[src/rtl/sdram_sched_pkg.sv]
// Shared types and constants for the SDRAM stream scheduler:
// command opcodes, scheduler state encoding, the 48 MHz refresh interval
// and a saturating increment used by the optional burst statistics.
package sdram_sched_pkg;

    typedef enum logic [1:0] {
        OP_NOP     = 2'd0,
        OP_WRITE   = 2'd1,
        OP_READ    = 2'd2,
        OP_REFRESH = 2'd3
    } sched_op_e;

    typedef enum logic [1:0] {
        ST_IDLE  = 2'd0,
        ST_ISSUE = 2'd1,
        ST_BUSY  = 2'd2
    } sched_state_e;

    // 7.8 us refresh interval at 48 MHz
    localparam int REFRESH_TICKS_48M = 374;

    // Increment that sticks at all-ones instead of wrapping
    function automatic logic [31:0] sat_inc32(input logic [31:0] value);
        if (value == 32'hFFFF_FFFF) begin
            return value;
        end else begin
            return value + 32'd1;
        end
    endfunction

endpackage

[src/rtl/sdram_refresh_timer.sv]
// Free-running refresh interval timer. Raises refresh_pending_o at each
// terminal count until the scheduler reports the refresh done; flags a
// sticky miss when a new interval expires with the previous refresh
// still outstanding.
module sdram_refresh_timer
    import sdram_sched_pkg::*;
#(
    parameter int REFRESH_TICKS = REFRESH_TICKS_48M
) (
    input  logic clk,
    input  logic n_rst,
    input  logic refresh_done_i,
    output logic refresh_pending_o,
    output logic refresh_miss_o
);

    localparam int CNT_W = (REFRESH_TICKS > 1) ? $clog2(REFRESH_TICKS) : 1;
    localparam logic [CNT_W-1:0] CNT_LAST = CNT_W'(REFRESH_TICKS - 1);

    logic [CNT_W-1:0] cnt_q, cnt_d;
    logic             pending_q, pending_d;
    logic             miss_q, miss_d;
    logic             terminal_s;

    // Next-state for counter, pending flag and sticky miss flag
    always_comb begin
        terminal_s = (cnt_q == CNT_LAST);
        if (terminal_s) begin
            cnt_d = '0;
        end else begin
            cnt_d = cnt_q + CNT_W'(1);
        end
        if (terminal_s) begin
            pending_d = 1'b1;
        end else if (refresh_done_i) begin
            pending_d = 1'b0;
        end else begin
            pending_d = pending_q;
        end
        miss_d = miss_q | (terminal_s & pending_q);
    end

    // Timer state registers with synchronous active-low reset
    always_ff @(posedge clk) begin
        if (!n_rst) begin
            cnt_q     <= '0;
            pending_q <= 1'b0;
            miss_q    <= 1'b0;
        end else begin
            cnt_q     <= cnt_d;
            pending_q <= pending_d;
            miss_q    <= miss_d;
        end
    end

    assign refresh_pending_o = pending_q;
    assign refresh_miss_o    = miss_q;

endmodule

[src/rtl/sdram_stream_scheduler.sv]
// SDRAM ring-buffer scheduler for the stream-test datapath. Issues one
// write burst, read burst or auto-refresh at a time to the SDRAM
// controller (refresh first, write/read round-robin) and owns the ring
// pointers, fill level and status flags.
// Optional feature: define SDRAM_SCHED_STATS_EN for saturating burst
// counters on wr_bursts/rd_bursts; otherwise both ports read as zero.
module sdram_stream_scheduler
    import sdram_sched_pkg::*;
#(
    parameter int ADDR_W        = 24,
    parameter int BURST_LEN     = 256,
    parameter int USEDW_W       = 10,
    parameter int FIFO_DEPTH    = 1024,
    parameter int REFRESH_TICKS = REFRESH_TICKS_48M
) (
    input  logic               clk,
    input  logic               n_rst,
    input  logic               enable,
    input  logic               clear,
    input  logic [USEDW_W-1:0] wr_fifo_usedw,
    input  logic [USEDW_W-1:0] rd_fifo_usedw,
    output logic               cmd_valid,
    output logic [1:0]         cmd_op,
    output logic [ADDR_W-1:0]  cmd_addr,
    input  logic               cmd_ack,
    input  logic               cmd_done,
    output logic [ADDR_W:0]    level,
    output logic               ring_empty,
    output logic               ring_full,
    output logic               in_overflow,
    output logic               refresh_miss,
    output logic [31:0]        wr_bursts,
    output logic [31:0]        rd_bursts
);

    localparam logic [ADDR_W:0]   RING_WORDS = {1'b1, {ADDR_W{1'b0}}};
    localparam logic [ADDR_W:0]   BURST_LVL  = (ADDR_W+1)'(BURST_LEN);
    localparam logic [ADDR_W:0]   WR_MAX_LVL = RING_WORDS - BURST_LVL;
    localparam logic [ADDR_W-1:0] BURST_STEP = ADDR_W'(BURST_LEN);
    localparam logic [31:0]       WR_MIN_USED = 32'(BURST_LEN);
    localparam logic [31:0]       RD_MAX_USED = 32'(FIFO_DEPTH - BURST_LEN);
    localparam logic [31:0]       OVF_USED    = 32'(FIFO_DEPTH - 1);

    sched_state_e      state_q, state_d;
    sched_op_e         op_q, op_d;
    sched_op_e         cmd_op_q, cmd_op_d;
    logic              cmd_valid_q, cmd_valid_d;
    logic [ADDR_W-1:0] cmd_addr_q, cmd_addr_d;
    logic [ADDR_W-1:0] wr_ptr_q, wr_ptr_d;
    logic [ADDR_W-1:0] rd_ptr_q, rd_ptr_d;
    logic [ADDR_W:0]   level_q, level_d;
    logic              empty_q, empty_d;
    logic              full_q, full_d;
    logic              ovf_q, ovf_d;
    logic              clear_pend_q, clear_pend_d;
    logic              last_wr_q, last_wr_d;   // 1: last write/read grant was WRITE

    logic [31:0] wr_used_s, rd_used_s;
    logic        wr_elig_s, rd_elig_s;
    logic        refresh_pending_s, refresh_done_s;

    assign wr_used_s      = 32'(wr_fifo_usedw);
    assign rd_used_s      = 32'(rd_fifo_usedw);
    assign wr_elig_s      = enable && (wr_used_s >= WR_MIN_USED) && (level_q <= WR_MAX_LVL);
    assign rd_elig_s      = (level_q >= BURST_LVL) && (rd_used_s <= RD_MAX_USED);
    assign refresh_done_s = (state_q == ST_BUSY) && cmd_done && (op_q == OP_REFRESH);

    sdram_refresh_timer #(
        .REFRESH_TICKS (REFRESH_TICKS)
    ) u_refresh_timer (
        .clk               (clk),
        .n_rst             (n_rst),
        .refresh_done_i    (refresh_done_s),
        .refresh_pending_o (refresh_pending_s),
        .refresh_miss_o    (refresh_miss)
    );

    // Arbitration, command handshake and ring bookkeeping
    always_comb begin
        state_d      = state_q;
        op_d         = op_q;
        cmd_valid_d  = cmd_valid_q;
        cmd_op_d     = cmd_op_q;
        cmd_addr_d   = cmd_addr_q;
        wr_ptr_d     = wr_ptr_q;
        rd_ptr_d     = rd_ptr_q;
        level_d      = level_q;
        clear_pend_d = clear_pend_q;
        last_wr_d    = last_wr_q;
        case (state_q)
            ST_IDLE: begin
                if (clear) begin
                    // Skip arbitration this cycle so no grant uses pre-clear state
                    wr_ptr_d     = '0;
                    rd_ptr_d     = '0;
                    level_d      = '0;
                    clear_pend_d = 1'b0;
                    cmd_valid_d  = 1'b0;
                    cmd_op_d     = OP_NOP;
                end else if (refresh_pending_s) begin
                    state_d     = ST_ISSUE;
                    op_d        = OP_REFRESH;
                    cmd_valid_d = 1'b1;
                    cmd_op_d    = OP_REFRESH;
                    cmd_addr_d  = '0;
                end else if (wr_elig_s && (!rd_elig_s || !last_wr_q)) begin
                    state_d     = ST_ISSUE;
                    op_d        = OP_WRITE;
                    cmd_valid_d = 1'b1;
                    cmd_op_d    = OP_WRITE;
                    cmd_addr_d  = wr_ptr_q;
                    last_wr_d   = 1'b1;
                end else if (rd_elig_s) begin
                    state_d     = ST_ISSUE;
                    op_d        = OP_READ;
                    cmd_valid_d = 1'b1;
                    cmd_op_d    = OP_READ;
                    cmd_addr_d  = rd_ptr_q;
                    last_wr_d   = 1'b0;
                end else begin
                    cmd_valid_d = 1'b0;
                    cmd_op_d    = OP_NOP;
                end
            end
            ST_ISSUE: begin
                if (clear) begin
                    clear_pend_d = 1'b1;
                end else begin
                    clear_pend_d = clear_pend_q;
                end
                if (cmd_ack) begin
                    state_d     = ST_BUSY;
                    cmd_valid_d = 1'b0;
                    cmd_op_d    = OP_NOP;
                end else begin
                    state_d = ST_ISSUE;
                end
            end
            ST_BUSY: begin
                if (cmd_done) begin
                    state_d = ST_IDLE;
                    if (clear || clear_pend_q) begin
                        wr_ptr_d     = '0;
                        rd_ptr_d     = '0;
                        level_d      = '0;
                        clear_pend_d = 1'b0;
                    end else begin
                        case (op_q)
                            OP_WRITE: begin
                                wr_ptr_d = wr_ptr_q + BURST_STEP;
                                level_d  = level_q + BURST_LVL;
                            end
                            OP_READ: begin
                                rd_ptr_d = rd_ptr_q + BURST_STEP;
                                level_d  = level_q - BURST_LVL;
                            end
                            default: begin
                                level_d = level_q;
                            end
                        endcase
                    end
                end else if (clear) begin
                    clear_pend_d = 1'b1;
                end else begin
                    state_d = ST_BUSY;
                end
            end
            default: begin
                state_d     = ST_IDLE;
                cmd_valid_d = 1'b0;
                cmd_op_d    = OP_NOP;
            end
        endcase
        empty_d = (level_d == '0);
        full_d  = (level_d == RING_WORDS);
        ovf_d   = ovf_q | (wr_used_s >= OVF_USED);
    end

    // Scheduler registers with synchronous active-low reset
    always_ff @(posedge clk) begin
        if (!n_rst) begin
            state_q      <= ST_IDLE;
            op_q         <= OP_NOP;
            cmd_valid_q  <= 1'b0;
            cmd_op_q     <= OP_NOP;
            cmd_addr_q   <= '0;
            wr_ptr_q     <= '0;
            rd_ptr_q     <= '0;
            level_q      <= '0;
            empty_q      <= 1'b1;
            full_q       <= 1'b0;
            ovf_q        <= 1'b0;
            clear_pend_q <= 1'b0;
            last_wr_q    <= 1'b0;
        end else begin
            state_q      <= state_d;
            op_q         <= op_d;
            cmd_valid_q  <= cmd_valid_d;
            cmd_op_q     <= cmd_op_d;
            cmd_addr_q   <= cmd_addr_d;
            wr_ptr_q     <= wr_ptr_d;
            rd_ptr_q     <= rd_ptr_d;
            level_q      <= level_d;
            empty_q      <= empty_d;
            full_q       <= full_d;
            ovf_q        <= ovf_d;
            clear_pend_q <= clear_pend_d;
            last_wr_q    <= last_wr_d;
        end
    end

    assign cmd_valid   = cmd_valid_q;
    assign cmd_op      = cmd_op_q;
    assign cmd_addr    = cmd_addr_q;
    assign level       = level_q;
    assign ring_empty  = empty_q;
    assign ring_full   = full_q;
    assign in_overflow = ovf_q;

`ifdef SDRAM_SCHED_STATS_EN
    logic [31:0] wr_bursts_q, wr_bursts_d;
    logic [31:0] rd_bursts_q, rd_bursts_d;
    logic        wr_done_s, rd_done_s;

    assign wr_done_s = (state_q == ST_BUSY) && cmd_done && (op_q == OP_WRITE);
    assign rd_done_s = (state_q == ST_BUSY) && cmd_done && (op_q == OP_READ);

    // Saturating completed-burst counters, zeroed by clear
    always_comb begin
        wr_bursts_d = wr_bursts_q;
        rd_bursts_d = rd_bursts_q;
        if (clear) begin
            wr_bursts_d = 32'd0;
            rd_bursts_d = 32'd0;
        end else begin
            if (wr_done_s) begin
                wr_bursts_d = sat_inc32(wr_bursts_q);
            end else begin
                wr_bursts_d = wr_bursts_q;
            end
            if (rd_done_s) begin
                rd_bursts_d = sat_inc32(rd_bursts_q);
            end else begin
                rd_bursts_d = rd_bursts_q;
            end
        end
    end

    // Statistics registers with synchronous active-low reset
    always_ff @(posedge clk) begin
        if (!n_rst) begin
            wr_bursts_q <= 32'd0;
            rd_bursts_q <= 32'd0;
        end else begin
            wr_bursts_q <= wr_bursts_d;
            rd_bursts_q <= rd_bursts_d;
        end
    end

    assign wr_bursts = wr_bursts_q;
    assign rd_bursts = rd_bursts_q;
`else
    assign wr_bursts = 32'd0;
    assign rd_bursts = 32'd0;
`endif

endmodule
[config.mk]
export PLATFORM = sky130hd
export DESIGN_NAME = sdram_stream_scheduler
export DESIGN_NICKNAME = d
export VERILOG_FILES = /design/src/rtl/sdram_sched_pkg.sv /design/src/rtl/sdram_refresh_timer.sv /design/src/rtl/sdram_stream_scheduler.sv
export SDC_FILE = /design/constraint.sdc
export NUM_CORES = 1
export LEC_CHECK = 0
export ABC_AREA = 0
export BUFFER_PORTS_ARGS = -buffer_cell sky130_fd_sc_hd__buf_2
export CAP_MARGIN = 40
export CORE_ASPECT_RATIO = 0.6
export CORE_MARGIN = 4
export CORE_UTILIZATION = 53
export DETAILED_ROUTE_END_ITERATION = 6
export HOLD_SLACK_MARGIN = 0.02
export PLACE_DENSITY_LB_ADDON = 0.05
export SLEW_MARGIN = 20
export SYNTH_ARGS = -nofsm -noshare
export SYNTH_HDL_FRONTEND = slang
export SYNTH_SLANG_ARGS = --single-unit
[constraint.sdc]
create_clock -name clk -period 3.75 [get_ports clk]
set_clock_uncertainty 0.2 [all_clocks]
set_input_delay 0.375 -clock clk [delete_from_list [all_inputs] [get_ports clk]]
set_output_delay 0.375 -clock clk [all_outputs]
set_load 0.01 [all_outputs]
# After elaboration in Yosys (flattened, before gate mapping)
# Index checks and enable logic that the tools add are counted.
totals:
  ramBits: 0
  input_bits: 26
  mem_count: 0
  latchBits: 0
  reg_bits: 120
  mem_bits_ro: 0
  out_inout_bits: 120
  wordCells: 123
classes:
  bitwise: 7
  order_cmp: 5
  add_sub_neg: 5
  n_reduce_logical: 25
  eq_ne: 16
  mul: 0
  div_mod_pow: 0
  muxes: 49
  shift: 0
op_table:
  columns: ["op", "count"]
  rows:
  - ["2-to-1 mux 24 bit", 10]
  - ["case mux 25 bit (2 select lines)", 2]
  - ["case mux 24 bit (2 select lines)", 2]
  - ["2-to-1 mux 25 bit", 3]
  - ["adder 24 x 9 -> 24 bit (second input constant)", 2]
  - ["2-to-1 mux 2 bit", 15]
  - ["adder 25 x 9 -> 25 bit (second input constant)", 1]
  - ["equality test 25 bit (second input constant)", 1]
  - [">= comparator 25 x 9 -> 1 bit (second input constant)", 1]
  - ["less-or-equal comparator 25 x 24 -> 1 bit (second input constant)", 1]
  - ["zero test 25 bit", 1]
  - ["subtractor 25 x 9 -> 25 bit (second input constant)", 1]
  - ["2-to-1 mux 1 bit", 13]
  - ["case mux 2 bit (3 select lines)", 2]
  - ["AND reduction 4 bit", 3]
  - [">= comparator 10 bit (second input constant)", 1]
  - [">= comparator 10 x 9 -> 1 bit (second input constant)", 1]
  - ["less-or-equal comparator 10 bit (second input constant)", 1]
  - ["adder 9 x 1 -> 9 bit (second input constant)", 1]
  - ["equality test 9 bit (second input constant)", 1]
  - ["AND reduction 3 bit", 3]
  - ["!= test 2 bit (second input constant)", 4]
  - ["equality test 2 bit (second input constant)", 3]
  - ["logical AND 1 bit", 6]
  - ["16 further kinds", 28]

# Logic depth before layout (Yosys ltp)
# Gate-level depths: netlist of run 1.
logic_depth:
  word_depth: 9
  ltp_mapped: 11
  depth_no_buf: 9

# By module
# A second synthesis of run 1 with hierarchy kept.
hier_totals:
  hier_cells: 718
  area_unflattened_um2: 5939.4
modules_own_cells:
  columns: ["module", "seq_area_each_um2", "cells_each", "area_each_um2", "n_inst"]
  rows:
  - ["sdram_stream_scheduler", 1721.7, 667, 5444.0, 1]
  - ["sdram_refresh_timer", 220.2, 51, 495.5, 1]

# Worst setup path before layout of run 1
# No wires, ideal clock.
synth_timing:
  path_kind: "register to register"
  from: "register level_q[8] (netlist: level[8])"
  to: "register empty_q (netlist: ring_empty)"
  slack_ps: 1009
  arrival_time_ps: 2445
  stages_incl_launch_ff: 12
  setup_ps: 96
  cell_sequence: "dfxtp_1 clkbuf_1 inv_1 ha_1 or4b_1 buf_2 nor4_4 mux2i_1 a211oi_2 nand2_1 or3_4 o41ai_2"
synth_via:
  elab_chain_cells: 6
  elab_cells_between_ends: 8
  classes_between: "add/sub (2); mux (5); reduce/logical (1)"
synth_lines:
  columns: ["element", "line", "rtl"]
  rows:
  - ["from (decl)", "sdram_stream_scheduler.sv:51", "logic [ADDR_W:0] level_q, level_d;"]
  - ["from (signal assigned)", "sdram_stream_scheduler.sv:203", "level_q <= level_d;"]
  - ["subtractor 25 x 9 -> 25 bit / adder 25 x 9 -> 25 bit (equally long branches)", "sdram_stream_scheduler.sv:155, sdram_stream_scheduler.sv:151", null]
  - ["case mux 25 bit (2 select lines)", "sdram_stream_scheduler.sv:148", "case (op_q)"]
  - ["2-to-1 mux 25 bit", "sdram_stream_scheduler.sv:142", "if (clear || clear_pend_q) begin"]
  - ["2-to-1 mux 25 bit", "sdram_stream_scheduler.sv:140", "if (cmd_done) begin"]
  - ["case mux 25 bit (2 select lines) (*)", "sdram_stream_scheduler.sv:90", "case (state_q)"]
  - ["zero test 25 bit (*)", "sdram_stream_scheduler.sv:174", "empty_d = (level_d == '0);"]
  - ["to (signal assigned)", "sdram_stream_scheduler.sv:204", "empty_q <= empty_d;"]
  - ["to (decl)", "sdram_stream_scheduler.sv:52", "logic empty_q, empty_d;"]
# Mark *: on every way between the ends. The rest lies on a longest branch, timed or not.
# A chain may end at the register's enable or synchronous reset.

# Worst setup path in the final report of run 1
layout_timing:
  from: "register state_q[0]"
  to: "register empty_q (netlist: ring_empty)"
layout_via:
  elab_chain_cells: 3
  elab_cells_between_ends: 4
  classes_between: "eq/ne (1); mux (1); reduce/logical (2)"
layout_lines:
  columns: ["element", "line", "rtl"]
  rows:
  - ["from (decl)", "sdram_stream_scheduler.sv:44", "sched_state_e state_q, state_d;"]
  - ["from (signal assigned)", "sdram_stream_scheduler.sv:196", "state_q <= state_d;"]
  - ["equality test 2 bit / zero test 2 bit (equally long branches)", "sdram_stream_scheduler.sv:90", null]
  - ["case mux 25 bit (2 select lines) (*)", "sdram_stream_scheduler.sv:90", null]
  - ["zero test 25 bit (*)", "sdram_stream_scheduler.sv:174", null]
# Marked as above.

==> qor.csv, run 1 <==
metric;value;unit
synth_area_per_cell;8.27;sq um
htreeDepth;3;
ir_worst_vdd;0.000333;V
r2r-end;ring_empty;
ys.flop_type;dfxtp_1;
route.detailed.drc;0;
min_period;3.44;ns
worstSetupStartpointType;register;
power_frac_seq;0.452;
hpwl;12500;um
placed_cell_area;6020;sq um
finalHoldViolations;0;
arrival;3.49;ns
final_area;6320;sq um
fin_tns_setup;0;ns
cts_buffer_depth;2;
yosysUniqueCellTypes;76;
worstPathRequired;3.80;ns
slowest_stage;a2111oi_0;
vias;5382;
final_max_slew_viol_count;0;
ctsResizeCount;0;
grt.overflow.total;0;
clk_latency;0.35;ns
clock.fmax;291;MHz
setup_viol;0;
dieArea;12700;sq um
drive_above_1_share;0.168;
final_util;0.596;
clk_pin_slew;0.07;ns
synth_edf_count;0;
cts_tree;yes;
drt_iter0_drc;403;
cap_violations;0;
wirelength;16400;um
nets;803;
leakagePower;2.68;nW
reg2reg_depth;9;
rsz0062_at_grt;no;
cts-root-buf;clkbuf_16;
min-delay-start;wr_fifo_usedw[1];
rows;29;
cellPowerDensity;368;nW/um^2
hold_buffers;0;
wl_per_cell;18.0;um
firstDrtPassIters;5;
hp-class;input pin to register;
pwr-share-clk;0.400;
antenna_left;0;
via_per_inst;5.93;
cts.sinks;97;
gp_congestion;0.967;
postCtsSetupBuffers;0;
gr-usage-all-layers;0.257;
r2r-start;state_q[0];
hold_depth;5;
cp_cell_sequence;inv_1, ha_1, mux2i_1, nor2_1, a21oi_1, a2111oi_0, o31ai_1, or3_4, o41ai_2;
grt_first_pass_wirelength;25600;um
relSlewSlack;0.504;
ys_warn_count;0;
internal_power;1.66;mW
antenna_found_initial;0;
fp.coreArea;10600;sq um
start_util;0.546;
end_kind;register;
switchingPower;0.668;mW
r2r_slack;0.31;ns
nFillCells;950;
die_x;143;um
crit_path_max_incr_delay;0.52;ns
ys_ff_latch;97;
status;finished clean;
synth-seq-area-share;0.336;
dieHeight;88.9;um
critPathKind;register to register;
synth_cells;700;
portBuffers;81;
synthArstFlopShare;0;
grt_max_degree;31;
syn_to_final_growth;9.17;%
synth_area;5790;sq um
crit_fanout;10;
tightest_slew;0.744;ns
combPwrFrac;0.147;
cts_inserted_buffers;9;
top_level_ports;146;
post-route-period-util;0.917;
hold_end;in_overflow;
p_sw_frac;0.287;
grt_pass1_vias;4764;
[worst max-delay path, delay by kind of cell (launching register included)]
kind | cells | cell delay, ns
DFF | 1 | 0.35
muxes | 1 | 0.27
AOI/OAI and AO/OA | 4 | 1.17
buffers and inverters | 1 | 0.12
and+or+nand+nor | 2 | 0.87
adders and majority gates | 1 | 0.37
[placed cells by master, fill, tap and decap left out, drive strengths merged, types with 4 or more instances in the layout]
master | Yosys | routed
dfxtp | 97 | 97
nor2 | 68 | 68
a21oi | 34 | 34
xor2 | 17 | 17
nand4 | 23 | 23
o21ai | 21 | 21
clkinv | 1 | 4
conb | 1 | 64
clkbuf | 21 | 10
ha | 14 | 14
a311oi | 5 | 5
inv | 19 | 20
nand2b | 4 | 4
a211oi | 4 | 4
and4 | 4 | 4
xnor2 | 6 | 6
o211ai | 4 | 4
buf | 85 | 95
and2 | 28 | 28
a32oi | 4 | 4
a31oi | 11 | 11
mux2i | 9 | 9
nand3 | 25 | 25
and3 | 26 | 26
nor3 | 19 | 19
nor4 | 13 | 13
a221o | 15 | 15
or3 | 15 | 15
nor2b | 5 | 5
nand2 | 44 | 44
[synth_stat cells, drive strengths merged, types with 3 or more instances]
cell	n	area (sq um)
a221o	15	150
a32oi	4	35.0
o21ai	21	105
nand4	23	144
or3	15	104
nand3	25	125
clkbuf	21	80.1
nand2	44	165
nor3	19	116
nand2b	4	25.0
nor4	13	109
a211oi	4	35.0
a311oi	5	43.8
inv	19	71.3
nor2b	5	31.3
nor2	68	258
o211ai	4	30.0
nor3b	3	22.5
and3	26	163
o31a	3	26.3
a31oi	11	83.8
xor2	17	149
mux2i	9	90.1
or2	3	18.8
o41ai	3	33.8
and2	28	175
buf	85	609
a21oi	34	170
or4	3	22.5
xnor2	6	52.6
ha	14	175
and4	4	35.0
dfxtp	97	1940
[logic make-up (layout without fill, tap and decap cells)]
family / count (synthesis) / count (layout) / synth area share
compound gates: 139 / 139 / 0.176
other cells: 1 / 65 / 0.000648
fa+ha+maj: 14 / 14 / 0.0303
mux: 10 / 10 / 0.0175
flops: 97 / 97 / 0.336
buf+inv: 126 / 131 / 0.132
xor+xnor: 23 / 23 / 0.0348
simple gates: 290 / 290 / 0.273
[metrics by stage]
step	hold slack (ns)	setup slack [ns]	cells	power, mW
4_1_cts	0.166	0.294	907	2.33
6_report	0.180	0.311	908	2.33
5_1_grt	0.187	0.0151	907	2.42
3_3_place_gp	0.243	0.422	891	1.40
3_5_place_dp	0.249	0.318	891	1.41
2_1_floorplan	0.245	1.01	763	1.35
[worst max-delay path by stage]
stage | endpoint | slack (ns) | cells after the start | start
after floorplan | ring_empty | 1.01 | 11 | level[8]
after global placement | ring_empty | 0.42 | 9 | state_q[0]
after detailed placement | ring_empty | 0.32 | 9 | state_q[0]
after CTS | ring_empty | 0.29 | 9 | state_q[0]
after global routing | ring_empty | 0.02 | 9 | state_q[0]
final | ring_empty | 0.31 | 9 | state_q[0]
[sequential cells by signal, indices dropped and copies added (netlist names), 2 cells and up]
signal / cells
u_refresh_timer.cnt_q: 9
wr_ptr_q: 16
level: 25
op_q: 2
state_q: 2
rd_ptr_q: 16
cmd_addr: 17
cmd_op: 2
[metal layers]
| layer | vias to the layer above | part of all wire | track usage |
|---|---|---|---|
| li1 | 2535 | - | - |
| met1 | 2553 | 0.49 | 0.399 |
| met2 | 279 | 0.38 | 0.345 |
| met3 | 15 | 0.12 | 0.0807 |
| met4 | 0 | 0.0085 | 0.0500 |
| met5 | - | 0 | 0 |
[power groups by stage]
stage               Clock, mW  Combinational [mW]  Sequential [mW]
finish                  0.931               0.342             1.05
detailed placement          0               0.330             1.08
floorplan                   0               0.274             1.07
global route            0.990               0.374             1.05
CTS                     0.946               0.332             1.05
global placement            0               0.324             1.07
[cell type report]
type | count | area, sq um | area share
antenna | 1 | 2.50 | 0.000396
clock buffer | 10 | 229 | 0.0363
clock inverter | 6 | 67.6 | 0.0107
inverter | 20 | 75.1 | 0.0119
multi-input combinational | 540 | 3320 | 0.525
sequential | 97 | 1940 | 0.307
tap | 139 | 174 | 0.0275
timing repair buffer | 95 | 510 | 0.0808
No activity file was read; power rests on OpenSTA's default activity.
==> inputs of run 2 (changes only) <==
PLACE_DENSITY = 0.87   (was default)
PLACE_DENSITY_LB_ADDON = default   (was 0.05)
==> run 2 against run 1 <==
  * Worst setup slack better by 0.097 ns
  * Worst hold slack better by 0.0071 ns
  * Core utilization down 0.14 points
  * Non-clock buffer count down 1
  * Register-to-register slack better by 0.097 ns
  * Largest cell class unchanged
  * Critical endpoint unchanged
  * Sequential power about the same
  * First-iteration DRC count up 85%
  * Total power down 1.6%
  * Combinational power about the same
==> qor.csv, run 2 (synthesis results as in run 1) <==
metric;value;unit;change
status;finished clean;;
use_met3;0.109;;+0.0283
die_x;143;um;unchanged
worstPathRequired;3.80;ns;about the same
wirelength;16000;um;-2.3%
worstSetupStartpointType;register;;
route.detailed.drc;0;;unchanged
arrival;3.40;ns;-0.09 ns
antenna_left;0;;unchanged
cp.depth;9;;unchanged
rows;29;;unchanged
grt_max_degree;30;;-3.2%
start_util;0.546;;unchanged
n_antenna_cell;0;;-1
finalPower;2.29;mW;-1.6%
postCtsSetupBuffers;0;;unchanged
crit_fanout;10;;unchanged
cp.buffers_inverters;1;;unchanged
cts.sinks;97;;unchanged
holdWs;0.187;ns;+0.00714 ns
antenna_found_initial;0;;unchanged
top_level_ports;146;;unchanged
cts_tree;yes;;
cp-endpoint;ring_empty;;
rsz0062_at_grt;no;;
setup_viol;0;;unchanged
nets;802;;-0.12%
hpwl;11800;um;-5.6%
leakagePower;2.66;nW;-0.59%
end_kind;register;;
min-delay-start;cmd_ack;;
crit_path_max_incr_delay;0.53;ns;about the same
dieArea;12700;sq um;unchanged
ctsResizeCount;0;;unchanged
grt_use_met1;0.349;;-0.0505
finalHoldViolations;0;;unchanged
relSlewSlack;0.509;;+0.00513
cp_cell_sequence;inv_1, ha_1, mux2i_1, nor2_1, a21oi_1, a2111oi_0, o31ai_1, or3_4, o41ai_2;;
clk_pin_slew;0.07;ns;about the same
final_util;0.595;;-0.00142
final_area;6300;sq um;-0.24%
final_max_slew_viol_count;0;;unchanged
clock.fmax;299;MHz;+2.9%
hp-class;input pin to register;;
dieHeight;88.9;um;unchanged
cts_inserted_buffers;9;;unchanged
via_per_inst;6.02;;+1.5%
nFillCells;900;;-5.3%
mostFrequentLayoutCell;dfxtp_1;;
r2r-start;state_q[0];;
cts_buffer_depth;2;;unchanged
grt.overflow.total;0;;unchanged
r2r_slack;0.41;ns;+0.10 ns
grt_pass1_vias;4820;;+1.2%
wl_per_cell;17.7;um;-2.1%
htreeDepth;3;;unchanged
crit_family;compound AO/OA/AOI/OAI gates;;
post-route-period-util;0.891;;-0.0258
vias;5451;;+1.3%
hold_buffers;0;;unchanged
tightest_slew;0.736;ns;-0.00768 ns
drive_above_1_share;0.168;;+0.000219
grt_use_met2;0.341;;-0.00341
gr-usage-all-layers;0.245;;-0.0119
drt_iter0_drc;746;;+85%
largest_reg_flops;25;;unchanged
firstDrtPassIters;6;;+1
portBuffers;81;;unchanged
cts-root-buf;clkbuf_16;;
clk_latency;0.35;ns;about the same
min_period;3.34;ns;-0.0968 ns
slowest_stage;nor2_1;;
fp.coreArea;10600;sq um;unchanged
mostFrequentLayoutCells;dfxtp_1 (97), buf_2 (81), nor2_1 (67), conb_1 (64), nand2_1 (44);;
grt_first_pass_wirelength;24700;um;-3.6%
fin_tns_setup;0;ns;unchanged
r2r-end;ring_empty;;
cap_violations;0;;unchanged
syn_to_final_growth;8.91;%;
cellPowerDensity;363;nW/um^2;-1.4%
top_usage_layer;met1;;
ir_worst_vdd;0.000251;V;-25%
reg2reg_depth;9;;unchanged
critPathKind;register to register;;
placed_cell_area;6010;sq um;-0.12%
crit_start;state_q[0];;
gp_congestion;1.04;;+7.9%
[run 2: final cells by class]
| type | count | area, sq um | share of cell area |
|---|---|---|---|
| Clock buffer | 9 | 225 | 0.0357 |
| Multi-Input combinational cell | 540 | 3320 | 0.526 |
| Clock inverter | 7 | 66.3 | 0.0105 |
| Inverter | 20 | 75.1 | 0.0119 |
| Timing Repair Buffer | 94 | 503 | 0.0798 |
| Tap cell | 139 | 174 | 0.0276 |
| Sequential cell | 97 | 1940 | 0.308 |
[run 2: tightest hold or removal path, stage by stage]
cell,delay (ns)
buf_2,0.09
nor2b_1,0.05
nor2_1,0.10
o41ai_1,0.07
[run 2: per-stage QoR]
stage / cells / setup slack (ns)
final: 906 / 0.408
after global routing: 906 / 0.180
after CTS: 906 / 0.510
after detailed placement: 890 / 0.543
after global placement: 890 / 0.597
after floorplan: 763 / 1.01
[run 2: worst min path at each step]
| stage | cells past startpoint | endpoint |
|---|---|---|
| finish | 4 | state_q[0] |
| global route | 3 | in_overflow |
| CTS | 3 | state_q[1] |
| detailed placement | 2 | cmd_op[0] |
| global placement | 2 | in_overflow |
| floorplan | 1 | u_refresh_timer.cnt_q[0] |
[run 2: per-layer routing]
layer	share of wire	vias to the layer above
li1	-	2538
met1	0.44	2502
met2	0.39	381
met3	0.16	30
met4	0.013	0
met5	0	-
[run 2: power breakdown]
part	internal, mW	leakage, nW	switching [mW]
clock network	0.461	0.135	0.434
registers	1.04	0.782	0.0115
logic	0.0985	1.74	0.242
==> inputs of run 3 (changes only) <==
CAP_MARGIN = default   (was 40)
CTS_BUF_LIST = sky130_fd_sc_hd__clkbuf_2 sky130_fd_sc_hd__clkbuf_4 sky130_fd_sc_hd__clkbuf_8   (was default)
TNS_END_PERCENT = 10   (was default)
==> run 3 against run 2 <==
  * Worst hold slack lost 0.036 ns
  * Clock-buffer cell count did not move
  * First-iteration DRC count is 4.4% higher
  * Register-to-register slack lost 0.02 ns
  * Total power decreased by 11%
  * Highest routed layer unchanged
  * Critical endpoint unchanged
  * Sequential power hardly changed
  * Largest cell class unchanged
  * Cell area fell by 1.6%
  * Clock power down 27%
==> qor.csv, run 3 (synthesis results as in run 1) <==
metric;value;unit;change
status;finished clean;;
arrival;3.45;ns;+0.05 ns
rsz0062_at_grt;no;;
ctsResizeCount;0;;unchanged
nFillCells;916;;+1.8%
grt_pass1_vias;4828;;+0.17%
fp.coreArea;10600;sq um;unchanged
ir_worst_vdd;0.000216;V;-14%
n_antenna_cell;0;;unchanged
grt_max_degree;30;;unchanged
drive_above_1_share;0.168;;unchanged
hp-class;input pin to register;;
dieArea;12700;sq um;unchanged
cap_violations;0;;unchanged
finalPower;2.05;mW;-11%
rows;29;;unchanged
holdWs;0.152;ns;-0.0356 ns
hpwl;11800;um;unchanged
wl_per_cell;17.4;um;-1.2%
via_per_inst;6.08;;+1.1%
post-route-period-util;0.897;;+0.00608
start_util;0.546;;unchanged
wirelength;15800;um;-1.2%
htreeDepth;3;;unchanged
antenna_found_initial;0;;unchanged
crit_fanout;10;;unchanged
crit_start;state_q[0];;
nets;802;;unchanged
cts-root-buf;clkbuf_8;;
firstDrtPassIters;7;;+1
met2_length;6290;um;-0.40%
min_period;3.37;ns;+0.0228 ns
fin_tns_setup;0;ns;unchanged
cts_buffer_depth;2;;unchanged
wl_met3;2480;um;-0.80%
grt.overflow.total;0;;unchanged
hold_buffers;0;;unchanged
grt_first_pass_wirelength;24700;um;about the same
cts_tree;yes;;
gp_congestion;1.04;;unchanged
cts.sinks;97;;unchanged
largest_reg_flops;25;;unchanged
syn_to_final_growth;7.16;%;
gr-usage-all-layers;0.244;;-0.00138
drt_iter0_drc;779;;+4.4%
r2r-start;state_q[0];;
min-delay-start;cmd_ack;;
mostFrequentLayoutCells;dfxtp_1 (97), buf_2 (81), nor2_1 (67), conb_1 (64), nand2_1 (44);;
worstPathRequired;3.84;ns;+0.04 ns
wl_met1;6870;um;-1.6%
cellPowerDensity;330;nW/um^2;-9.1%
clock.fmax;297;MHz;-0.68%
antenna_left;0;;unchanged
top_level_ports;146;;unchanged
vias;5512;;+1.1%
relSlewSlack;0.503;;-0.00593
cts_inserted_buffers;9;;unchanged
worstSetupStartpointType;register;;
clk_latency;0.38;ns;+0.03 ns
portBuffers;81;;unchanged
maxUsedRoutingLayer;met4;;
leakagePower;2.62;nW;-1.7%
dieHeight;88.9;um;unchanged
critPathKind;register to register;;
final_max_slew_viol_count;0;;unchanged
tightest_slew;0.745;ns;+0.00888 ns
die_x;143;um;unchanged
mostFrequentLayoutCell;dfxtp_1;;
r2r_slack;0.38;ns;-0.02 ns
route.detailed.drc;0;;unchanged
finalHoldViolations;0;;unchanged
setup_viol;0;;unchanged
clk_pin_slew;0.10;ns;+0.03 ns
end_kind;register;;
postCtsSetupBuffers;0;;unchanged
## run 3: worst max-delay path, stage by stage (launching register included)
cell       delay, ns
dfxtp_1         0.39
inv_1           0.09
ha_1            0.32
mux2i_1         0.27
nor2_1          0.52
a21oi_1         0.17
a2111oi_0       0.46
o31ai_1         0.21
or3_4           0.38
o41ai_2         0.27
## run 3: routing by layer
| metal | vias up | track usage |
|---|---|---|
| li1 | 2530 | - |
| met5 | - | 0 |
| met2 | 420 | 0.338 |
| met4 | 0 | 0.0552 |
| met1 | 2541 | 0.355 |
| met3 | 21 | 0.0967 |
## run 3: power breakdown
group,switching [mW],total [mW],internal (mW)
sequential,0.0114,1.05,1.04
clock,0.403,0.655,0.252
combinational,0.241,0.340,0.0985
total,0.656,2.05,1.39
## run 3: area by class of cell
class,instances,area (sq um),area share
repair buffers,94,503,0.0811
clock inverters,7,66.3,0.0107
multi-input cells,540,3320,0.535
inverters,20,75.1,0.0121
well taps,139,174,0.0281
flip-flops and latches,97,1940,0.313
clock buffers,9,124,0.0200
## run 3: worst paths after layout
path                      to  cells past startpoint
setup reg to reg  ring_empty                      9
hold / removal    state_q[1]                      3
hold reg to reg    cmd_op[0]                      2
setup / recovery  ring_empty                      9
## run 3: stage by stage
stage	utilization	instance area, sq um	setup WS [ns]	std cells
finish	0.585	6200	0.385	906
global route	0.585	6200	0.173	906
CTS	0.585	6200	0.504	906
detailed placement	0.567	6010	0.543	890
global placement	0.567	6010	0.597	890
floorplan	-	6020	1.01	763
